--- src/rtl/tile_sequencer_if.sv ---
// Handshake bundle between the tile sequencer and its controller and loader/PE/storer units.
// The master modport drives requests and done pulses; the slave modport is the sequencer.
interface tile_sequencer_if #(
    parameter int AW = 8
);
    logic          start;
    logic          abort;
    logic [AW-1:0] base_a_ra;
    logic          dl_done;
    logic          wl_done;
    logic          pe_done;
    logic          st_done;

    logic          dl_start;
    logic          wl_start;
    logic          pe_start;
    logic          st_start;
    logic [2:0]    phase;
    logic          new_tile;
    logic [3:0]    tn_cnt;
    logic [1:0]    tile_cnt;
    logic [4:0]    tile_x;
    logic [4:0]    tile_y;
    logic [AW-1:0] win_base;
    logic          busy;
    logic          frame_done;

    modport master (
        output start, abort, base_a_ra, dl_done, wl_done, pe_done, st_done,
        input  dl_start, wl_start, pe_start, st_start, phase, new_tile,
               tn_cnt, tile_cnt, tile_x, tile_y, win_base, busy, frame_done
    );

    modport slave (
        input  start, abort, base_a_ra, dl_done, wl_done, pe_done, st_done,
        output dl_start, wl_start, pe_start, st_start, phase, new_tile,
               tn_cnt, tile_cnt, tile_x, tile_y, win_base, busy, frame_done
    );
endinterface

--- src/rtl/tile_sequencer.sv ---
// Phase scheduler for the FSRCNN datapath: walks every tile of the frame through
// LOAD_D/LOAD_W/COMPUTE passes and a final STORE using start/done pulse handshakes.
module tile_sequencer #(
    parameter int AW         = 8,
    parameter int TN_ITER    = 8,
    parameter int TILE_ITER  = 4,
    parameter int GRID_W     = 18,
    parameter int GRID_H     = 18,
    parameter int ROW_STRIDE = 16
) (
    input  logic             clk,
    input  logic             rst,
    tile_sequencer_if.slave  bus
);

    typedef enum logic [2:0] {
        IDLE    = 3'd0,
        LOAD_D  = 3'd1,
        LOAD_W  = 3'd2,
        COMPUTE = 3'd3,
        STORE   = 3'd4
    } state_t;

    localparam logic [3:0] TN_LAST   = 4'(TN_ITER - 1);
    localparam logic [1:0] TILE_LAST = 2'(TILE_ITER - 1);
    localparam logic [4:0] X_LAST    = 5'(GRID_W - 1);
    localparam logic [4:0] Y_LAST    = 5'(GRID_H - 1);

    state_t      r_state;
    logic [3:0]  r_tn_cnt;
    logic [1:0]  r_tile_cnt;
    logic [4:0]  r_tile_x;
    logic [4:0]  r_tile_y;
    logic        r_dl_start;
    logic        r_wl_start;
    logic        r_pe_start;
    logic        r_st_start;
    logic        r_frame_done;

    state_t      w_next_state;
    logic [3:0]  w_next_tn_cnt;
    logic [1:0]  w_next_tile_cnt;
    logic [4:0]  w_next_tile_x;
    logic [4:0]  w_next_tile_y;
    logic        w_next_dl_start;
    logic        w_next_wl_start;
    logic        w_next_pe_start;
    logic        w_next_st_start;
    logic        w_next_frame_done;

    logic [3:0]  w_win_row;
    logic [3:0]  w_win_col;

    always_ff @(posedge clk) begin
        if (rst) begin
            r_state      <= IDLE;
            r_tn_cnt     <= '0;
            r_tile_cnt   <= '0;
            r_tile_x     <= '0;
            r_tile_y     <= '0;
            r_dl_start   <= 1'b0;
            r_wl_start   <= 1'b0;
            r_pe_start   <= 1'b0;
            r_st_start   <= 1'b0;
            r_frame_done <= 1'b0;
        end else begin
            r_state      <= w_next_state;
            r_tn_cnt     <= w_next_tn_cnt;
            r_tile_cnt   <= w_next_tile_cnt;
            r_tile_x     <= w_next_tile_x;
            r_tile_y     <= w_next_tile_y;
            r_dl_start   <= w_next_dl_start;
            r_wl_start   <= w_next_wl_start;
            r_pe_start   <= w_next_pe_start;
            r_st_start   <= w_next_st_start;
            r_frame_done <= w_next_frame_done;
        end
    end

    // A registered *_start being high marks the first cycle of its phase, so
    // it doubles as the "ignore done this cycle" qualifier.
    always_comb begin
        w_next_state      = r_state;
        w_next_tn_cnt     = r_tn_cnt;
        w_next_tile_cnt   = r_tile_cnt;
        w_next_tile_x     = r_tile_x;
        w_next_tile_y     = r_tile_y;
        w_next_dl_start   = 1'b0;
        w_next_wl_start   = 1'b0;
        w_next_pe_start   = 1'b0;
        w_next_st_start   = 1'b0;
        w_next_frame_done = 1'b0;

        if (r_state != IDLE && bus.abort) begin
            w_next_state    = IDLE;
            w_next_tn_cnt   = '0;
            w_next_tile_cnt = '0;
            w_next_tile_x   = '0;
            w_next_tile_y   = '0;
        end else begin
            case (r_state)
                IDLE: begin
                    if (bus.start && !bus.abort) begin
                        w_next_state    = LOAD_D;
                        w_next_dl_start = 1'b1;
                    end
                end
                LOAD_D: begin
                    if (bus.dl_done && !r_dl_start) begin
                        w_next_state    = LOAD_W;
                        w_next_wl_start = 1'b1;
                    end
                end
                LOAD_W: begin
                    if (bus.wl_done && !r_wl_start) begin
                        w_next_state    = COMPUTE;
                        w_next_pe_start = 1'b1;
                    end
                end
                COMPUTE: begin
                    if (bus.pe_done && !r_pe_start) begin
                        if (r_tn_cnt < TN_LAST) begin
                            w_next_tn_cnt   = r_tn_cnt + 4'd1;
                            w_next_state    = LOAD_W;
                            w_next_wl_start = 1'b1;
                        end else begin
                            w_next_tn_cnt = '0;
                            if (r_tile_cnt < TILE_LAST) begin
                                w_next_tile_cnt = r_tile_cnt + 2'd1;
                                w_next_state    = LOAD_D;
                                w_next_dl_start = 1'b1;
                            end else begin
                                w_next_tile_cnt = '0;
                                w_next_state    = STORE;
                                w_next_st_start = 1'b1;
                            end
                        end
                    end
                end
                STORE: begin
                    if (bus.st_done && !r_st_start) begin
                        if (r_tile_x < X_LAST) begin
                            w_next_tile_x   = r_tile_x + 5'd1;
                            w_next_state    = LOAD_D;
                            w_next_dl_start = 1'b1;
                        end else begin
                            w_next_tile_x = '0;
                            if (r_tile_y < Y_LAST) begin
                                w_next_tile_y   = r_tile_y + 5'd1;
                                w_next_state    = LOAD_D;
                                w_next_dl_start = 1'b1;
                            end else begin
                                w_next_tile_y     = '0;
                                w_next_frame_done = 1'b1;
                                w_next_state      = IDLE;
                            end
                        end
                    end
                end
                default: begin
                    w_next_state = IDLE;
                end
            endcase
        end
    end

    // Weight group tn maps onto a 3x3 window position (row tn/3, column tn%3).
    assign w_win_row = r_tn_cnt / 4'd3;
    assign w_win_col = r_tn_cnt % 4'd3;

    assign bus.win_base   = bus.base_a_ra + AW'(w_win_row) * AW'(ROW_STRIDE) + AW'(w_win_col);
    assign bus.new_tile   = (r_tn_cnt == 4'd0) && (r_tile_cnt == 2'd0);
    assign bus.busy       = (r_state != IDLE);
    assign bus.phase      = r_state;
    assign bus.tn_cnt     = r_tn_cnt;
    assign bus.tile_cnt   = r_tile_cnt;
    assign bus.tile_x     = r_tile_x;
    assign bus.tile_y     = r_tile_y;
    assign bus.dl_start   = r_dl_start;
    assign bus.wl_start   = r_wl_start;
    assign bus.pe_start   = r_pe_start;
    assign bus.st_start   = r_st_start;
    assign bus.frame_done = r_frame_done;

endmodule

--- src/flat_wrapper.sv ---
// flat-port wrapper written by rule: the top's interface ports become plain ports
module tile_sequencer_flat 
#(
    parameter int AW         = 8,
    parameter int TN_ITER    = 8,
    parameter int TILE_ITER  = 4,
    parameter int GRID_W     = 18,
    parameter int GRID_H     = 18,
    parameter int ROW_STRIDE = 16
)
  (clk, rst, bus_start, bus_abort, bus_base_a_ra, bus_dl_done, bus_wl_done, bus_pe_done, bus_st_done, bus_dl_start, bus_wl_start, bus_pe_start, bus_st_start, bus_phase, bus_new_tile, bus_tn_cnt, bus_tile_cnt, bus_tile_x, bus_tile_y, bus_win_base, bus_busy, bus_frame_done);
  tile_sequencer_if #(.AW(AW)) bus_i ();
  input  logic clk;
  input  logic rst;
  input wire logic [$bits(bus_i.start)-1:0] bus_start;
  input wire logic [$bits(bus_i.abort)-1:0] bus_abort;
  input wire logic [$bits(bus_i.base_a_ra)-1:0] bus_base_a_ra;
  input wire logic [$bits(bus_i.dl_done)-1:0] bus_dl_done;
  input wire logic [$bits(bus_i.wl_done)-1:0] bus_wl_done;
  input wire logic [$bits(bus_i.pe_done)-1:0] bus_pe_done;
  input wire logic [$bits(bus_i.st_done)-1:0] bus_st_done;
  output wire logic [$bits(bus_i.dl_start)-1:0] bus_dl_start;
  output wire logic [$bits(bus_i.wl_start)-1:0] bus_wl_start;
  output wire logic [$bits(bus_i.pe_start)-1:0] bus_pe_start;
  output wire logic [$bits(bus_i.st_start)-1:0] bus_st_start;
  output wire logic [$bits(bus_i.phase)-1:0] bus_phase;
  output wire logic [$bits(bus_i.new_tile)-1:0] bus_new_tile;
  output wire logic [$bits(bus_i.tn_cnt)-1:0] bus_tn_cnt;
  output wire logic [$bits(bus_i.tile_cnt)-1:0] bus_tile_cnt;
  output wire logic [$bits(bus_i.tile_x)-1:0] bus_tile_x;
  output wire logic [$bits(bus_i.tile_y)-1:0] bus_tile_y;
  output wire logic [$bits(bus_i.win_base)-1:0] bus_win_base;
  output wire logic [$bits(bus_i.busy)-1:0] bus_busy;
  output wire logic [$bits(bus_i.frame_done)-1:0] bus_frame_done;
  assign bus_i.start = bus_start;
  assign bus_i.abort = bus_abort;
  assign bus_i.base_a_ra = bus_base_a_ra;
  assign bus_i.dl_done = bus_dl_done;
  assign bus_i.wl_done = bus_wl_done;
  assign bus_i.pe_done = bus_pe_done;
  assign bus_i.st_done = bus_st_done;
  assign bus_dl_start = bus_i.dl_start;
  assign bus_wl_start = bus_i.wl_start;
  assign bus_pe_start = bus_i.pe_start;
  assign bus_st_start = bus_i.st_start;
  assign bus_phase = bus_i.phase;
  assign bus_new_tile = bus_i.new_tile;
  assign bus_tn_cnt = bus_i.tn_cnt;
  assign bus_tile_cnt = bus_i.tile_cnt;
  assign bus_tile_x = bus_i.tile_x;
  assign bus_tile_y = bus_i.tile_y;
  assign bus_win_base = bus_i.win_base;
  assign bus_busy = bus_i.busy;
  assign bus_frame_done = bus_i.frame_done;
  tile_sequencer #(.AW(AW), .TN_ITER(TN_ITER), .TILE_ITER(TILE_ITER), .GRID_W(GRID_W), .GRID_H(GRID_H), .ROW_STRIDE(ROW_STRIDE)) u_core (.clk(clk), .rst(rst), .bus(bus_i));
endmodule
--- config.mk ---
export PLATFORM = sky130hd
export DESIGN_NAME = tile_sequencer_flat
export DESIGN_NICKNAME = d
export VERILOG_FILES = /design/src/rtl/tile_sequencer_if.sv /design/src/rtl/tile_sequencer.sv /design/src/flat_wrapper.sv
export SDC_FILE = /design/constraint.sdc
export NUM_CORES = 1
export LEC_CHECK = 0
export BUFFER_PORTS_ARGS = -buffer_cell sky130_fd_sc_hd__clkbuf_2
export CORE_MARGIN = 10
export CORE_UTILIZATION = 49
export CTS_BUF_LIST = sky130_fd_sc_hd__clkbuf_2
export DETAILED_ROUTE_END_ITERATION = 8
export MAX_ROUTING_LAYER = met4
export PLACE_DENSITY = 0.78
export SLEW_MARGIN = 20
export SYNTH_ARGS = -nofsm -noshare
export SYNTH_HDL_FRONTEND = slang
export SYNTH_SLANG_ARGS = --single-unit
--- constraint.sdc ---
create_clock -name clk -period 3.7 [get_ports clk]
set_input_delay 0.555 -clock clk [delete_from_list [all_inputs] [get_ports clk]]
set_output_delay 0.555 -clock clk [all_outputs]
set_load 0.05 [all_outputs]
After elaboration in Yosys (flattened, before gate mapping)
Cells that the tools add are included.
- bits in registers: 24
- bits of input ports: 16
- output and inout port bits: 34
- word-level logic and storage cells: 92
- reduce and logical (&&, ||, !) cells: 25
- divide/modulo/power cells: 2
- mux-type cells: 29
- bitwise gates (word level): 7
- eq/ne operators: 9
- $add $sub $neg: 6
- magnitude comparators: 4
- operator list (kind ; number):
    two-way mux 3 bit ; 8
    case mux 3 bit (5 select lines) ; 1
    two-way mux 1 bit ; 14
    adder 5 x 1 -> 5 bit (second input constant) ; 2
    < comparator 5 bit (second input constant) ; 2
    two-way mux 5 bit ; 2
    != test 2 x 1 -> 1 bit (second input constant) ; 5
    OR reduction 5 bit ; 2
    adder 8 x 4 -> 8 bit ; 1
    adder 8 bit ; 1
    logical AND 1 bit ; 7
    NOT 1 bit ; 7
    == test 3 x 2 -> 1 bit (second input constant) ; 2
    AND reduction 3 bit ; 2
    zero test 1 bit ; 5
    AND reduction 5 bit ; 1
    adder 4 x 1 -> 4 bit (second input constant) ; 1
    divider 4 x 2 -> 4 bit (second input constant) ; 1
    zero test 4 bit ; 1
    < comparator 4 x 3 -> 1 bit (second input constant) ; 1
    remainder unit 4 x 2 -> 4 bit (second input constant) ; 1
    two-way mux 4 bit ; 1
    AND reduction 2 bit ; 2
    == test 3 x 1 -> 1 bit (second input constant) ; 1
    11 further kinds ; 11

Logic depth before layout (Yosys ltp)
Gate-level depths: netlist (run 1).
- depth in word-level cells: 5
- gate-level depth with buffers: 19
- depth with buffers taken out: 17

Least setup slack after synthesis (run 1)
Ideal clock, no wire load.
- path kind: flip-flop to output port
- start point: register u_core.r_tn_cnt[2], in the netlist u_core.bus.tn_cnt[2]
- end point: output bus_win_base[7]
- required time: 3.145 ns
- path slack: -1.114 ns
- stages on the path, launching flop included: 20
- arrival: 4.259 ns
- cells stage by stage: dfxtp_1 > buf_2 > nand2b_4 > inv_1 > ha_1 > inv_1 > ha_1 > buf_2 > o21ai_1 > xnor2_1 > ha_1 > nor3_1 > a211o_1 > nand2_1 > o311ai_0 > ha_1 > a211oi_1 > a21oi_1 > o41ai_1 > xnor2_1
- word-level cells in the longest chain between the ends: 3
- RTL lines (item ; RTL line ; text):
    start, declared ; tile_sequencer.sv:30 ; logic [3:0] r_tn_cnt;
    start signal, assigned ; tile_sequencer.sv:68 ; r_tn_cnt <= w_next_tn_cnt;
    divider 4 x 2 -> 4 bit ; tile_sequencer.sv:168 ; assign w_win_row = r_tn_cnt / 4'd3;
    adder 8 bit ; tile_sequencer.sv:171 ; assign bus.win_base = bus.base_a_ra + AW'(w_win_row) * AW'(ROW_STRIDE) + AW'(w_win_col);
    adder 8 x 4 -> 8 bit (*) ; tile_sequencer.sv:171 ;
    end, declared ; flat_wrapper.sv:32 ; output wire logic [$bits(bus_i.win_base)-1:0] bus_win_base;
Mark *: on every way between the ends. The rest lies on a longest branch, timed or not.

Worst setup path after layout (run 1)
- start point: register u_core.r_tn_cnt[3], in the netlist u_core.bus.tn_cnt[3]
- end point: output bus_win_base[6]
Same word-level chain as after synthesis.

==> metrics, run 1 <==
outcome=finished, violations left; failing checks=setup timing; minimum clock period=4.151 ns; WP data required=3.14 ns; Post-route DRC=0; crit end category=primary output; WS Path Type=reg2out; H-tree depth=1; fill cell count=295; proportion of power drawn by the clock network=15.4%; yosys warns=0; final wirelength=5.121 mm; pwr dens=238.1 nW/um2; Seq pwr share=45.5%; Cells after DPL=328; worst path cell trace=nand2b_4 > inv_4 > ha_4 > inv_2 > ha_4 > o21ai_4 > xnor2_2 > ha_4 > a2111oi_4 > mux2_4 > buf_6 > fa_2 > a21o_1 > a21oi_4 > nand3b_1 > nand3_4 > buf_12; Pint=378.1 uW; crit path DAT=3.60 ns; routing usage on met1=19.92%; Setup-failing EPs final=6; CTS Root Cell=clkbuf_2; layout cells sized above 1=39.86%; core area=3689 um2; Die Span Y=81.95 um; Max clock buf depth=2; Starting DRT DRC Count=74; Synth cell types=56; met3 Use GR=1.965%; final core occ=73.20%; CP dominant cell by count=ha_4; footprint of the multi-input gates=1545 um2; Worst-Skew Late Latency=0.32 ns; CP top delay family=adder cells; worst slew pin tran=0.8154 ns; remaining antenna violation count=0; Worst slew margin=44.93%; Ports=50; switching share of power=41.18%; Global Route Usage Sum=15.74%; Die Width=81.95 um; CTS tree=done; count of final hold-check violations=0; switching power=264.7 uW; hpwl dp=3.868 mm; port bufs=49; Via density=5.475; CP max-delay cell=dfxtp_4; Setup WS post-layout=-0.4507 ns; critical path's largest stage delay=0.39 ns; CTS buffer count=3; GRT met2 Usage=26.18%; final-stage net count=327; clock sinks=24; TritonRoute pass-1 iters=4; syn_nets=257; most common cell after layout, fill and taps aside=clkbuf_2; number of antenna violations at the first check in global routing=0; placed inst area=2531 um2; maxcap violations=0; Starting Density=50.98%; Comb power frac=39.0%; Rows=22; GRT Max-Usage Layer=met2; prevailing post-synth register cell=dfxtp_1; Leakage=1.216 nW; Mapped Area=1881 um2; clk slew on worst S/H paths=0.22 ns; routability cong.=0.9193; RSZ-0062 raised after global routing=true; Synth async-reset ratio=0%; drt wl/cell=15.11 um; Final Cell Area=2700 um2; DIE AREA=6716 um2; Antenna Cells=0; flip-flop and latch area=490.5 um2; Worst Setup Start Kind=flip-flop; clk_skew=0.003406 ns; Max Slew Vio Count=0; Critical path buffers and inverters=4; pin count of the biggest net entering global routing=16; vias in the first global route=1871; FF+latch count, synth=24; Area Growth Syn to Fin=43.58%; Vias=1856; CTS hold repair buffers=0; post-synthesis cell count=222; Mean Syn Cell Area=8.471 um2; Max Clk Rate=240.9 MHz; most frequent cells in the layout=45 x clkbuf_2, 20 x dfxtp_1, 17 x nor2_1, 17 x buf_4, 14 x nand2_1; Max IR drop VDD=0.3213 mV; Post-synth EDFFs=0; Crit Path Max Fanout=7; sequential share of the synthesized area=25.55%; first-pass GRT wire length=8.514 mm; crit share post-route=112.2%; GRT overflow=0; worst hold path type=in2reg; final cell count without fillers=339
==> power groups by stage <==
| stage | combinational (mW) | sequential (mW) | clock, mW |
|---|---|---|---|
| floorplan | 0.169 | 0.312 | 0 |
| global placement | 0.241 | 0.295 | 0 |
| detailed placement | 0.243 | 0.296 | 0 |
| CTS | 0.250 | 0.291 | 0.104 |
| global route | 0.270 | 0.295 | 0.118 |
| finish | 0.251 | 0.293 | 0.0992 |
==> worst register-to-register path, cell delays in order (launching register included) <==
cell and delay (ns):
dfxtp_2 0.37, buf_4 0.16, ha_1 0.23, a21oi_1 0.16, nand4b_1 0.34, o22a_1 0.25
a211oi_1 0.24
==> flip-flops by register name (all words and copies together), names as in the netlist <==
name                   count
u_core.bus.frame_done      1
u_core.bus.tile_x          5
u_core.bus.st_start        1
u_core.bus.tile_cnt        2
u_core.bus.dl_start        1
u_core.bus.tile_y          5
u_core.bus.pe_start        1
u_core.bus.tn_cnt          4
u_core.bus.phase           3
u_core.bus.wl_start        1
==> metal layers <==
| metal | up-vias | share of wire (%) |
|---|---|---|
| li1 | 943 | - |
| met2 | 50 | 49 |
| met4 | 0 | 0.68 |
| met5 | - | 0 |
| met3 | 4 | 4.1 |
| met1 | 859 | 46 |
==> final cells by class <==
class | count | area share, %
Clock buffer | 3 | 0.5561
Clock inverter | 1 | 0.1390
Inverter | 14 | 2.039
Multi-Input combinational cell | 177 | 57.23
Sequential cell | 24 | 18.16
Tap cell | 48 | 2.224
Timing Repair Buffer | 72 | 19.65
==> repair_timing <==
| item | 4_1_cts | 5_1_grt |
|---|---|---|
| buffers inserted | 5 | 2 |
| resized for setup | 18 | 8 |
| endpoints found under the setup margin | 7 | 7 |
| pin swaps | 6 | 3 |
| gates cloned | 0 | 0 |
==> through the flow <==
stage | power, mW | TNS [ns] | hold slack (ns) | worst slack, ns
2_1_floorplan | 0.4811 | -0.9301 | 0.6231 | -0.3257
3_3_place_gp | 0.5363 | 0 | 0.4917 | 0.002819
3_5_place_dp | 0.5396 | -0.09391 | 0.4950 | -0.07880
4_1_cts | 0.6448 | -1.824 | 0.4919 | -0.4143
5_1_grt | 0.6830 | -3.173 | 0.4937 | -0.6136
6_report | 0.6429 | -2.043 | 0.5098 | -0.4507
==> Yosys cell counts (2+ instances only) <==
library cell	number	area, um2
a211o_1	2	17.52
a211oi_1	2	15.01
a21o_1	2	15.01
a21oi_1	15	75.07
a2bb2oi_1	3	26.28
a41oi_1	2	17.52
and3_1	2	12.51
buf_2	4	20.02
dfxtp_1	24	480.5
ha_1	18	225.2
inv_1	14	52.55
mux2_2	2	22.52
mux2i_1	4	40.04
nand2_1	15	56.30
nand2b_1	6	37.54
nand3_1	15	75.07
nand3b_1	5	37.54
nand4_1	3	18.77
nor2_1	18	67.56
nor2b_1	8	50.05
nor3_1	6	30.03
o21ai_0	3	15.01
o21ai_1	2	10.01
o41ai_1	3	26.28
or3_1	3	18.77
xnor2_1	8	70.07
xor2_1	4	35.03
==> cells by family after synthesis <==
logic type	count (synthesis)	synth area share (%)
AO/OA/AOI/OAI	48	19.23
XOR/XNOR	12	5.589
adder cells (fa/ha/maj)	19	13.04
buffers and inverters	21	5.056
flip-flops	24	25.55
multiplexers	6	3.327
AND/OR/NAND/NOR	92	28.21
==> final timing paths <==
path                                        from                                   to  slack (ns)  cells past startpoint
max            u_core.bus.tn_cnt[3]$_SDFFE_PP0P_                      bus_win_base[6]       -0.45                     17
min reg2reg  u_core.bus.tile_cnt[0]$_SDFFE_PP0P_  u_core.bus.tile_cnt[0]$_SDFFE_PP0P_        0.52                      2
min                                          rst    u_core.bus.tile_x[4]$_SDFFE_PP0P_        0.51                      3
max reg2reg    u_core.bus.tn_cnt[0]$_SDFFE_PP0P_       u_core.bus.dl_start$_SDFF_PP0_        1.88                      6
Power figures use the tool's default switching activity.
==> run 2, diff against run 1 <==
==> constraint.sdc (replaced) <==
create_clock -name clk -period 3.7 [get_ports clk]
set_input_delay 0.74 -clock clk [delete_from_list [all_inputs] [get_ports clk]]
set_output_delay 0.74 -clock clk [all_outputs]
set_load 0.1 [all_outputs]
==> run 2 against run 1 <==
  * The flow still finishes with violations (setup timing)
  * Clock power down 2%
  * Critical path depth up 1
  * Cell count up 2.7%
  * Total power up 13%
  * Sequential share of layout area down 0.56 points
  * Core utilization up 2.3 points
==> metrics, run 2 (synthesized netlist as in run 1, its figures left out) <==
outcome=finished, violations left; failing checks=setup timing; CP max-delay cell=dfxtp_4; worst slew pin tran=0.8701 ns (+0.05472 ns); Ports=50 (unchanged); Leakage=1.273 nW (+4.7%); Worst Hold End=u_core.bus.tile_y[1]$_SDFFE_PP0P_; final cell count without fillers=348 (+2.7%); Levels on crit path=18 (+1); pin count of the biggest net entering global routing=16 (unchanged); Reg-to-Reg End=u_core.bus.dl_start$_SDFF_PP0_; worst hold path type=reg2reg; Final Cell Area=2786 um2 (+3.2%); RSZ-0062 raised after global routing=true; TritonRoute pass-1 iters=4 (unchanged); Starting Density=50.98% (unchanged); H-tree depth=1 (unchanged); Worst slew margin=41.23% (-3.7 points); most frequent cells in the layout=44 x clkbuf_2, 32 x buf_4, 20 x dfxtp_1, 18 x nor2_1, 14 x nand2_1; hpwl dp=4.405 mm (+14%); Worst-Skew Late Latency=0.33 ns (about the same); TNS Setup=-2.889 ns (-0.8453 ns); layout cells sized above 1=42.00% (+2.1 points); Die Span Y=81.95 um (unchanged); first-pass GRT wire length=8.921 mm (+4.8%); CTS Root Cell=clkbuf_2; GRT overflow=0 (unchanged); clk slew on worst S/H paths=0.22 ns (about the same); crit share post-route=116.3% (+4.2 points); Max Slew Vio Count=0 (unchanged); hold depth=2 (-1); Antenna Cells=0 (unchanged); worst path cell trace=nand2b_4 > inv_4 > ha_4 > inv_2 > ha_4 > o21ai_4 > xnor2_2 > ha_4 > nor3_2 > a211o_1 > nand2_1 > o311ai_2 > ha_1 > a211oi_2 > a21oi_2 > o41ai_4 > xnor2_4 > buf_12; placed inst area=2711 um2 (+7.1%); FF-to-FF path depth=6 (unchanged); Max IR drop VDD=0.3265 mV (+1.6%); Starting DRT DRC Count=83 (+12%); crit path DAT=3.56 ns (-0.04 ns); Worst Setup Start Kind=flip-flop; Post-route DRC=0 (unchanged); final core occ=75.54% (+2.3 points); Cells after DPL=340 (+3.7%); clock sinks=24 (unchanged); Vias=1947 (+4.9%); crit end category=primary output; Setup-failing EPs final=7 (+1); Setup WS post-layout=-0.6048 ns (-0.1541 ns); Crit Path Max Fanout=6 (-1); CP top delay family=compound AO/OA/AOI/OAI gates; final wirelength=5.287 mm (+3.2%); Critical path buffers and inverters=3 (-1); flip-flop and latch area=490.5 um2 (unchanged); Global Route Usage Sum=16.66% (+0.92 points); most common cell after layout, fill and taps aside=clkbuf_2; minimum clock period=4.305 ns (+0.1541 ns); final-stage net count=337 (+3.1%); port bufs=49 (unchanged); CP dominant cell by count=ha_4; clk_skew=0.01011 ns (+0.006705 ns); reg-to-reg slack, setup=1.75 ns (-0.13 ns); routability cong.=0.9220 (+0.29%); Power, Total=726.4 uW (+13%); CTS tree=done; number of antenna violations at the first check in global routing=0 (unchanged); reg2reg start=u_core.bus.tn_cnt[1]$_SDFFE_PP0P_; Via density=5.595 (+2.2%); Rows=22 (unchanged); fill cell count=280 (-5.1%); count of final hold-check violations=0 (unchanged); remaining antenna violation count=0 (unchanged); Die Width=81.95 um (unchanged); CTS buffer count=3 (unchanged); setup slack at placement=-0.3819 ns (-0.3031 ns); WP data required=2.96 ns (-0.18 ns); Worst Hold Launch=u_core.bus.tile_y[1]$_SDFFE_PP0P_; Max Clk Rate=232.3 MHz (-3.6%); DIE AREA=6716 um2 (unchanged); Max clock buf depth=2 (unchanged); footprint of the multi-input gates=1549 um2 (+0.24%); maxcap violations=0 (unchanged); core area=3689 um2 (unchanged); pwr dens=260.7 nW/um2 (+9.5%); final hold slack=0.5228 ns (+0.01303 ns); critical path's largest stage delay=0.39 ns (about the same); drt wl/cell=15.19 um (+0.57%); Area Growth Syn to Fin=48.17%; vias in the first global route=1985 (+6.1%); WS Path Type=reg2out
-- run 2: worst max path at each step --
stage          slack (ns)                         startpoint              end
2_1_floorplan       -0.77  u_core.bus.tn_cnt[3]$_SDFFE_PP0P_  bus_win_base[7]
6_report            -0.60  u_core.bus.tn_cnt[3]$_SDFFE_PP0P_  bus_win_base[7]
5_1_grt             -0.78  u_core.bus.tn_cnt[3]$_SDFFE_PP0P_  bus_win_base[6]
4_1_cts             -0.62  u_core.bus.tn_cnt[3]$_SDFFE_PP0P_  bus_win_base[7]
3_3_place_gp        -0.26  u_core.bus.tn_cnt[3]$_SDFFE_PP0P_  bus_win_base[7]
3_5_place_dp        -0.38  u_core.bus.tn_cnt[3]$_SDFFE_PP0P_  bus_win_base[7]
-- run 2: worst register-to-register path: cells and delay by family, from the launching register on --
| family | cells | cell delay (ns) |
|---|---|---|
| AND/OR/NAND/NOR | 1 | 0.31 |
| adder cells (fa/ha/maj) | 1 | 0.23 |
| AO/OA/AOI/OAI | 3 | 0.73 |
| buffers and inverters | 1 | 0.14 |
| flip-flops | 1 | 0.45 |
-- run 2: per-layer routing --
layer | GRT usage, % | share of wire, %
met3 | 2.511 | 3.9
met1 | 18.43 | 42
met2 | 29.86 | 53
met5 | - | 0
met4 | 5.272 | 1.1
-- run 2: final cells by class --
class                      count  area share, %
timing repair buffer          82          22.14
multi-input combinational    177          55.59
tap                           48          2.155
inverter                      14          1.976
clock buffer                   3         0.5388
sequential                    24          17.60
-- run 2: where the power goes --
part	switching (mW)	leakage (nW)	internal, mW
combinational	0.243	1.06	0.0939
clock	0.0756	0.0125	0.0221
sequential	0.0253	0.196	0.266
-- run 2: timing repair --
item	4_1_cts	5_1_grt
pin swaps	9	3
buffers inserted	3	2
gates resized for setup	7	0
endpoints found under the setup margin	7	7
hold buffers	0	0
==> run 3, diff against run 2 <==
CORE_UTILIZATION = 55   (was 49)
PLACE_DENSITY = 0.83   (was 0.78)
SETUP_SLACK_MARGIN = 0.3   (was not set)
clock period = 4.22 ns   (was 3.7 ns; I/O delays follow)
==> run 3 against run 2 <==
  * The run still ends with setup timing left
  * Flip-flop and latch count stayed put
  * Register-to-register slack gained 0.54 ns
  * Cell count down 2.6%
  * Sequential power fell by 12%
  * Clock power up 60%
  * Setup slack better by 0.24 ns
  * Design area fell by 0.18%
  * Clock-buffer cell count stayed put
  * Critical endpoint unchanged
  * Combinational power is 13% lower
  * Clock skew increased by 0.015 ns
  * Core utilization grew 8.5 points
==> metrics, run 3 (synthesized netlist as in run 1, its figures left out) <==
Worst-Skew Late Latency=0.36 ns (+0.03 ns); Setup-failing EPs final=6 (-1); flip-flop and latch area=490.5 um2 (unchanged); Vias=2073 (+6.5%); CP max-delay cell=dfxtp_4; failing checks=setup timing; Power, Total=704.5 uW (-3.0%); CP dominant cell by count=ha_4; WS Path Type=reg2out; reg-to-reg slack, setup=2.29 ns (+0.54 ns); count of final hold-check violations=0 (unchanged); worst slew pin tran=0.9078 ns (+0.03768 ns); CP startpoint=u_core.bus.tn_cnt[3]$_SDFFE_PP0P_; worst hold path type=reg2reg; drt wl/cell=18.90 um (+24%); clock sinks=24 (unchanged); TNS Setup=-1.391 ns (+1.498 ns); pwr dens=253.3 nW/um2 (-2.8%); reg2reg start=u_core.bus.tn_cnt[1]$_SDFFE_PP0P_; Max IR drop VDD=0.3737 mV (+14%); Worst Setup Start Kind=flip-flop; crit share post-route=108.7%; crit end category=primary output; Worst slew margin=38.69% (-2.5 points); footprint of the multi-input gates=1575 um2 (+1.7%); FF-to-FF path depth=6 (unchanged); Starting Density=56.80% (+5.8 points); first-pass GRT wire length=9.646 mm (+8.1%); Max Slew Vio Count=0 (unchanged); GRT overflow=0 (unchanged); Via density=6.115 (+9.3%); Ports=50 (unchanged); Critical path destination=bus_win_base[7]; Area Growth Syn to Fin=47.90%; layout cells sized above 1=41.30% (-0.70 points); clk_skew=0.02481 ns (+0.01470 ns); number of antenna violations at the first check in global routing=0 (unchanged); pin count of the biggest net entering global routing=16 (unchanged); H-tree depth=1 (unchanged); minimum clock period=4.586 ns; Die Width=78.48 um (-4.2%); remaining antenna violation count=0 (unchanged); Worst Hold Launch=u_core.bus.tile_cnt[0]$_SDFFE_PP0P_; maxcap violations=0 (unchanged); port bufs=49 (unchanged); CTS hold repair buffers=0 (unchanged); clk slew on worst S/H paths=0.26 ns (+0.04 ns); final-stage net count=329 (-2.4%); Max clock buf depth=2 (unchanged); most common cell after layout, fill and taps aside=clkbuf_2; most frequent cells in the layout=44 x clkbuf_2, 22 x buf_4, 20 x dfxtp_1, 17 x nor2_1; routability cong.=0.8651 (-6.2%); Antenna Cells=0 (unchanged); WP data required=3.38 ns (+0.42 ns); fill cell count=194 (-31%); final hold slack=0.5247 ns (+0.001854 ns); Global Route Usage Sum=18.94% (+2.3 points); RSZ-0062 raised after global routing=true; outcome=finished, violations left; vias in the first global route=2062 (+3.9%); CTS Root Cell=clkbuf_2; CTS buffer count=3 (unchanged); hpwl dp=4.160 mm (-5.6%); Starting DRT DRC Count=148 (+78%); Reg-to-Reg End=u_core.bus.tile_cnt[0]$_SDFFE_PP0P_; Post-route DRC=0 (unchanged); worst path cell trace=nand2b_4 > inv_4 > ha_4 > inv_2 > ha_4 > o21ai_4 > xnor2_2 > ha_4 > nor3_2 > a211o_1 > nand2_1 > o311ai_2 > ha_1 > a211oi_2 > a21oi_4 > o41ai_4 > xnor2_4 > buf_12; critical path's largest stage delay=0.41 ns (+0.02 ns); Setup WS post-layout=-0.3663 ns (+0.2385 ns); Crit Path Max Fanout=7 (+1); final wirelength=6.406 mm (+21%); Max Clk Rate=218.0 MHz; Rows=21 (-4.5%); DIE AREA=6158 um2 (-8.3%); crit path DAT=3.74 ns (+0.18 ns); core area=3311 um2 (-10%); Leakage=1.256 nW (-1.3%); TritonRoute pass-1 iters=5 (+1); Die Span Y=78.48 um (-4.2%); CTS tree=done
[run 3: critical path, delay by kind of cell (launching register included)]
family                   cells  cell delay, ns
buffers and inverters        3            0.29
XOR/XNOR                     2            0.38
flip-flops                   1            0.41
AO/OA/AOI/OAI                6            1.13
adder cells (fa/ha/maj)      4            0.91
AND/OR/NAND/NOR              3            0.27
[run 3: metrics by stage]
stage	area, um2	util (%)	instances	setup slack (ns)
detailed placement	2571	77.66	322	-0.005877
finish	2781	84.01	339	-0.3663
global placement	2571	77.66	322	0.07693
global route	2781	84.01	339	-0.4954
floorplan	2125	-	222	-0.3548
CTS	2708	81.78	333	-0.1944
[run 3: cell type report]
type,count,area share (%)
clock inverters,1,1.080
clock buffers,3,0.5398
repair buffers,74,20.06
well taps,46,2.069
flip-flops and latches,24,17.63
multi-input cells,177,56.64
inverters,14,1.979
[run 3: layer usage]
metal / wire length, um / global-route usage [%] / share of wire [%]
met5: 0 / - / 0
met1: 2546 / 20.69 / 40
met4: 255 / 7.168 / 4.0
met3: 373 / 3.531 / 5.8
met2: 3230 / 33.31 / 50
[run 3: timing repair]
action,4_1_cts,5_1_grt
endpoints found under the setup margin,7,8
buffers inserted,7,6
endpoints found under the hold margin,0,0
resized for setup,7,8
pin swaps,12,2
[run 3: worst min path at each step]
stage	endpoint	slack, ns	cells after the start
CTS	u_core.bus.tile_cnt[0]$_SDFFE_PP0P_	0.53	2
finish	u_core.bus.tile_cnt[0]$_SDFFE_PP0P_	0.52	2
global placement	u_core.bus.tile_y[4]$_SDFFE_PP0P_	0.49	2
detailed placement	u_core.bus.tile_cnt[0]$_SDFFE_PP0P_	0.50	2
global route	u_core.bus.tile_cnt[0]$_SDFFE_PP0P_	0.57	2
floorplan	u_core.bus.tn_cnt[0]$_SDFFE_PP0P_	0.73	2
[run 3: where the power goes]
part           switching [mW]  leakage, nW  internal (mW)
Sequential             0.0220        0.196          0.234
Combinational           0.213         1.03         0.0796
Clock                  0.0744       0.0266         0.0816
